`config.mk`:
```
export PLATFORM = sky130hd
export DESIGN_NAME = dct_mem_sched
export DESIGN_NICKNAME = d
export VERILOG_FILES = /design/src/rtl/dct_mem_sched.sv
export SDC_FILE = /design/constraint.sdc
export NUM_CORES = 1
export LEC_CHECK = 0
export ABC_AREA = 1
export BUFFER_PORTS_ARGS = -buffer_cell sky130_fd_sc_hd__buf_2
export CORE_MARGIN = 8
export CORE_UTILIZATION = 53
export DETAILED_ROUTE_END_ITERATION = 10
export PLACE_DENSITY = 0.77
export SETUP_SLACK_MARGIN = 0.15
export SYNTH_ARGS = -nofsm -noshare
export SYNTH_HDL_FRONTEND = slang
export SYNTH_SLANG_ARGS = --single-unit
```
`constraint.sdc`:
```
create_clock -name clk -period 3.3 [get_ports clk]
set_clock_uncertainty 0.05 [all_clocks]
set_input_delay 0.66 -clock clk [delete_from_list [all_inputs] [get_ports clk]]
set_output_delay 0.66 -clock clk [all_outputs]
set_load 0.02 [all_outputs]
```
`src/rtl/dct_mem_sched.sv`:
```
// Streams image rows from an input SRAM through a 2-entry skid FIFO into a DCT core
// and writes the core's result rows to an output SRAM in order.
module dct_mem_sched #(
    parameter int NUM_ROWS = 32768,
    parameter int AW       = 15
) (
    input  logic          clk,
    input  logic          reset,
    input  logic          start,
    output logic          in_rd_en,
    output logic [AW-1:0] in_addr,
    input  logic [63:0]   in_rdata,
    output logic          dct_in_valid,
    output logic [63:0]   dct_in_data,
    input  logic          dct_in_ready,
    input  logic          dct_out_valid,
    input  logic [79:0]   dct_out_data,
    output logic          out_wr_en,
    output logic [AW-1:0] out_addr,
    output logic [79:0]   out_wdata,
    output logic          busy,
    output logic          done
);

    localparam logic [AW:0] ROWS = (AW+1)'(NUM_ROWS);

    typedef enum logic [1:0] {IDLE, RUN, DRAIN} state_t;

    state_t      state, state_nxt;
    logic [AW:0] rd_cnt, wr_cnt;
    logic        inflight;
    logic [63:0] fifo_mem [2];
    logic        fifo_rp, fifo_wp;
    logic [1:0]  fifo_cnt;
    logic [2:0]  slots_used;
    logic        accept, pop, push, wr_take, last_write;

    // A row popped this cycle frees its slot immediately, which is what lets
    // a 2-entry FIFO sustain one row per cycle against a 1-cycle SRAM.
    always_comb begin
        state_nxt    = state;
        accept       = (state == IDLE) && start && !done;
        dct_in_valid = (fifo_cnt != 2'd0);
        dct_in_data  = fifo_mem[fifo_rp];
        pop          = dct_in_valid && dct_in_ready;
        push         = inflight;
        slots_used   = {1'b0, fifo_cnt} - {2'b00, pop} + {2'b00, inflight};
        in_rd_en     = (state == RUN) && (rd_cnt < ROWS) && (slots_used < 3'd2);
        wr_take      = dct_out_valid && (state != IDLE) && (wr_cnt < ROWS);
        last_write   = (state == DRAIN) && (wr_cnt == ROWS);
        busy         = (state != IDLE);
        case (state)
            IDLE:    if (accept) state_nxt = RUN;
            RUN:     if (rd_cnt == ROWS) state_nxt = DRAIN;
            DRAIN:   if (last_write) state_nxt = IDLE;
            default: state_nxt = IDLE;
        endcase
    end

    always_ff @(posedge clk or negedge reset) begin
        if (!reset) begin
            state     <= IDLE;
            done      <= 1'b0;
            rd_cnt    <= '0;
            wr_cnt    <= '0;
            in_addr   <= '0;
            inflight  <= 1'b0;
            out_wr_en <= 1'b0;
            out_addr  <= '0;
            out_wdata <= '0;
        end else begin
            state     <= state_nxt;
            done      <= last_write;
            inflight  <= in_rd_en;
            out_wr_en <= wr_take;
            if (accept) begin
                rd_cnt  <= '0;
                wr_cnt  <= '0;
                in_addr <= '0;
            end else if (in_rd_en) begin
                rd_cnt  <= rd_cnt + (AW+1)'(1);
                in_addr <= in_addr + AW'(1);
            end
            if (wr_take) begin
                out_wdata <= dct_out_data;
                out_addr  <= wr_cnt[AW-1:0];
                wr_cnt    <= wr_cnt + (AW+1)'(1);
            end
        end
    end

    always_ff @(posedge clk or negedge reset) begin
        if (!reset) begin
            fifo_mem[0] <= '0;
            fifo_mem[1] <= '0;
            fifo_rp     <= 1'b0;
            fifo_wp     <= 1'b0;
            fifo_cnt    <= 2'd0;
        end else if (accept) begin
            fifo_rp  <= 1'b0;
            fifo_wp  <= 1'b0;
            fifo_cnt <= 2'd0;
        end else begin
            if (push) begin
                fifo_mem[fifo_wp] <= in_rdata;
                fifo_wp           <= ~fifo_wp;
            end
            if (pop) fifo_rp <= ~fifo_rp;
            case ({push, pop})
                2'b10:   fifo_cnt <= fifo_cnt + 2'd1;
                2'b01:   fifo_cnt <= fifo_cnt - 2'd1;
                default: fifo_cnt <= fifo_cnt;
            endcase
        end
    end

endmodule

```
=== Yosys cells after proc, flatten, opt, wreduce, memory -nomap -nowiden ===
Index checks and enable logic that the tools add are counted.
W data, S select, Z words.

* Eq/ne operators: 9
* Add/sub/neg operators: 7
* Order comparisons: 6
* Reduce and logical (&&, ||, !) cells: 20
* Bitwise logic cells: 5
* Multiplexer cells: 22

{| class="wikitable"
|+ Operator list
! kind !! count
|-
| $mux W64 || 4
|-
| $bwmux W128 || 1
|-
| $demux W64 S1 || 1
|-
| $mux W16 || 4
|-
| $add A16 B1 Y16 const B || 2
|-
| $eq A16 B16 Y1 const B || 2
|-
| $lt A16 B16 Y1 const B || 2
|-
| $mux W15 || 2
|-
| $add A15 B1 Y15 const B || 1
|-
| $reduce_bool A2 Y1 || 6
|-
| $logic_and A1 B1 Y1 || 9
|-
| $mux W2 || 4
|-
| $pmux W2 S3 || 1
|-
| $eq A2 B1 Y1 const B || 2
|-
| $eq A2 B2 Y1 const B || 2
|-
| $ge A2 B2 Y1 const B || 2
|-
| $mux W1 || 4
|-
| $ne A2 B2 Y1 const B || 2
|-
| $not A1 Y2 || 2
|-
| $pmux W2 S2 || 1
|-
| $add A3 B1 Y3 || 1
|-
| $lt A3 B2 Y1 const B || 1
|-
| $not A1 Y1 || 3
|-
| $reduce_and A3 Y1 || 1
|-
| other kinds (9) || 9
|}

* Logic and storage cells: 83
* Bits of input ports: 149
* Output and inout bits: 179
* Register bits: 279

=== Depth between registers and ports, before layout ===
* Word-level depth: 8
* Gate-level depth with buffers: 17
* Mapped depth without buffers: 17

=== Least setup slack after synthesis ===
OpenSTA, ideal clock, no wires.

* Kind: reg2out
* Start point: register fifo_cnt[1]
* End point: output port in_rd_en
* Cell stages (with the launch flop): 14
* Path slack: 545 ps
* Data arrival time: 2045 ps
* Data required time: 2590 ps
* Buffers on the path: 1
* Cell sequence: dfrtp_1 -> inv_1 -> nand2_1 -> nand2_1 -> inv_1 -> nand2_1 -> o21ai_0 -> nand2_1 -> fa_1 -> nand2_1 -> nor2_4 -> nand2_4 -> inv_2 -> buf_6

* Word-level cells in the longest chain between the ends: 6

{| class="wikitable"
|+ Ends and longest elaborated chain
! what !! line !! source
|-
| start: declaration || 34 || <nowiki>logic [1:0] fifo_cnt;</nowiki>
|-
| start signal: assignment || 110 || <nowiki>2'b10: fifo_cnt <= fifo_cnt + 2'd1;</nowiki>
|-
| start signal: assignment || 111 || <nowiki>2'b01: fifo_cnt <= fifo_cnt - 2'd1;</nowiki>
|-
| start signal: assignment || 112 || <nowiki>default: fifo_cnt <= fifo_cnt;</nowiki>
|-
| $reduce_bool A2 Y1 || 43 || <nowiki>dct_in_valid = (fifo_cnt != 2'd0);</nowiki>
|-
| via dct_in_valid || 13 || <nowiki>output logic dct_in_valid,</nowiki>
|-
| $logic_and A1 B1 Y1 || 45 || <nowiki>pop = dct_in_valid && dct_in_ready;</nowiki>
|-
| $sub A2 B1 Y3 || 47 || <nowiki>slots_used = {1'b0, fifo_cnt} - {2'b00, pop} + {2'b00, inflight};</nowiki>
|-
| $add A3 B1 Y3 || 47 ||
|-
| $lt A3 B2 Y1 || 48 || <nowiki>in_rd_en = (state == RUN) && (rd_cnt < ROWS) && (slots_used < 3'd2);</nowiki>
|-
| $logic_and A1 B1 Y1 || 48 ||
|-
| end: declaration || 10 || <nowiki>output logic in_rd_en,</nowiki>
|}

The timed path passes the listed nets, and every way through them passes these cells.

=== Final worst setup path ===
* Start point: register fifo_cnt[1]
* End point: output port in_rd_en

* Word-level cells in the longest chain between the ends: 6

{| class="wikitable"
|+ Ends and longest elaborated chain
! what !! line
|-
| $reduce_bool A2 Y1 || 43
|-
| $logic_and A1 B1 Y1 || 45
|-
| $sub A2 B1 Y3 (*) || 47
|-
| $add A3 B1 Y3 (*) || 47
|-
| $lt A3 B2 Y1 (*) || 48
|-
| $logic_and A1 B1 Y1 (*) || 48
|}

Mark *: on every way between the ends. The rest lies on a longest branch, timed or not.

==> run metrics <==
outcome completed; post-route setup TNS 0 ps; Rel. slew slack 49.72%; Least-Margin Pin Slew 754.2 ps; routability cong. 0.8642; drt first-iter violations 1042; grt ovf 0; # DRC 0; CP top delay family adder cells; CTS root buf clkbuf_16; vias in the first global route 10370; cell taking the most area after synthesis dfrtp_1; post-DP HPWL 22550 um; crit path kind flop to output port; top_reg_cell synth dfrtp_1; # setup viols final 0; Cell Chain, Critical Path inv_2 > nand2_4 > nand2_4 > inv_2 > nand2_2 > o21ai_2 > nand2_1 > fa_1 > nand2_2 > nor2_4 > nand2_4 > inv_4 > buf_6; CTS Sinks 279; PortBufs 327; post-synth net total 1673; fmax 322.4 MHz; adder and majority gate portion of the synthesized area 0.6664%; Area contributors post-synth dfrtp_1, nand2_1, inv_1; Critical path buffers and inverters 4; hold buffers post-CTS 0; fin crit period 3102 ps; TritonCTS clock tree built; Period Utilization, post-route 94.00%; Logic pwr share 9.8%; WP data arrival 2390 ps; share of cells above drive strength 1 23.46%; leak pwr 8.588 nW; Num CTS Buffers 30; Reg power frac 47.2%; largest family of logic cells by synthesized area simple AND/OR/NAND/NOR gates; Yosys Warn Count 0; Via density 4.944; Die Ht 168.9 um; synthesized area 0.01239 sq mm; XOR/XNOR share of the synthesized area 0.2120%; post-route antenna net violation count 0; Post-synth top cells nand2_1, dfrtp_1, inv_1; Nets 1986; final instance area 0.01529 sq mm; hold violation count in the final report 0; total track usage 21.95%; CP max stage cell fa_1; CP peak stage delay 570 ps; First-pass DRT Iterations 5; Power Density 507.7 mW/mm^2; CTS max path bufs 3; Sw Pwr 1.929 mW; Synth Instances 1518; first-pass GRT wire length 52140 um; Critical Path Source Type flop; cell with the most instances after synthesis nand2_1; CP max FO 4; EDFF count, synth 0; Skew-Pair Late Insertion Delay 530 ps; I/O pin cnt 328; switching part of the total power 24.84%; Yosys cell types 34; die area 0.02853 sq mm; Starting Density 53.43%; Internal 5.837 mW; max_cap viols 0; post-synthesis simple-gate area fraction 27.14%; Area growth syn-to-layout 23.43%; # diodes 0; RSZ-0062 raised after global routing yes; H-tree level count 1; Worst Hold Class input port to asynchronous set/reset pin; placed instance area 0.01420 sq mm; largest net degree at the start of global routing 129; VDD IR max 0.4144 mV; WL/cell 15.10 um; clk slew on worst S/H paths 60 ps; Avg Inst Size Synth 8.163 sq um; initial antenna violation count 0; sequential fraction of the synthesis area 56.34%; core area 0.02319 sq mm; Post-synth ARST share 100.0%; std cell rows 56; final WL 32820 um; Worst Setup End Kind output port; Critical Path RT 2590 ps; #FFs+latches synth 279; Crit path top cell by count nand2_4; multiplexer area fraction after synthesis 0%; Compound-Gate Fraction of Synth Area 7.916%; share of the synthesized area in the top cell type 56.34%; via count 10740; max-slew violation count 0; Die Wd 168.9 um; Clock Power Share 43.0%
per-layer routing:
metal	routed length, um	vias to the layer above	part of all wire (%)	track usage [%]
met1	13880	4960	42	28.09
met3	2576	65	7.9	6.056
met4	838	0	2.6	6.483
li1	-	5346	-	-
met5	0	-	0	0
met2	15520	373	47	35.93
through the flow:
step                hold slack (ps)  setup slack [ps]  std cells  util (%)  total power [mW]
CTS                           69.06             173.4       2169     65.71             7.850
finish                        55.74             198.2       2173     65.95             7.766
global route                  89.25             78.85       2173     65.95             8.093
floorplan                     314.4             544.6       1518         -             4.109
global placement              407.0             508.4       2111     61.23             4.476
detailed placement            410.6             469.1       2111     61.23             4.495
area by class of cell:
class | instances | area [sq um]
clock buffers | 46 | 932.1
well taps | 319 | 399.1
multi-input cells | 1038 | 4489
repair buffers | 351 | 1921
clock inverters | 9 | 76.32
fillers | 1954 | 7898
flip-flops and latches | 279 | 6983
inverters | 131 | 494.2
sequential cells by signal, summed over array words and instances, names as in the netlist, 2 cells and up:
name / count
fifo_cnt: 2
fifo_mem: 128
in_addr: 15
out_addr: 15
out_wdata: 80
rd_cnt: 16
state: 2
wr_cnt: 16
worst paths after layout:
kind                       slack, ps             start            end  cells after the start
hold / removal                    60             reset  fifo_mem[121]                      1
max in group asynchronous       2360             reset   fifo_mem[88]                      2
setup / recovery                 200       fifo_cnt[1]       in_rd_en                     13
min in group clk                 260  dct_out_data[23]  out_wdata[23]                      3
hold reg to reg                  420     out_wdata[21]  out_wdata[21]                      2
setup reg to reg                 720       fifo_cnt[1]    in_addr[14]                     16
timing repair:
| action | 4_1_cts | 5_1_grt |
|---|---|---|
| setup endpoints to repair | 1 | 1 |
| resized for setup | 3 | 11 |
| pin swaps | 1 | 5 |
| setup buffers | 3 | 4 |
power by group through the flow:
stage               Combinational (mW)  Sequential (mW)  Clock, mW
floorplan                        0.239             3.87          0
global placement                 0.757             3.72          0
detailed placement               0.773             3.72          0
CTS                              0.774             3.67       3.41
global route                     0.841             3.69       3.57
finish                           0.761             3.67       3.34
layout by cell type (no fill, tap or decap), types with 7 or more instances in the layout:
cell / count
buf_2: 325
nand4_1: 16
nand3_1: 37
o21ai_1: 92
a21oi_1: 14
buf_4: 17
o21ai_0: 80
buf_12: 7
nor3_1: 10
inv_1: 124
clkbuf_16: 31
dfrtp_1: 278
nand2_1: 684
clkbuf_8: 10
nor2_1: 62
kinds of logic after synthesis:
family | Yosys count
flops | 279
xor+xnor | 3
compound gates | 193
simple gates | 836
fa+ha+maj | 6
buf+inv | 201
Power figures use the tool's default switching activity.
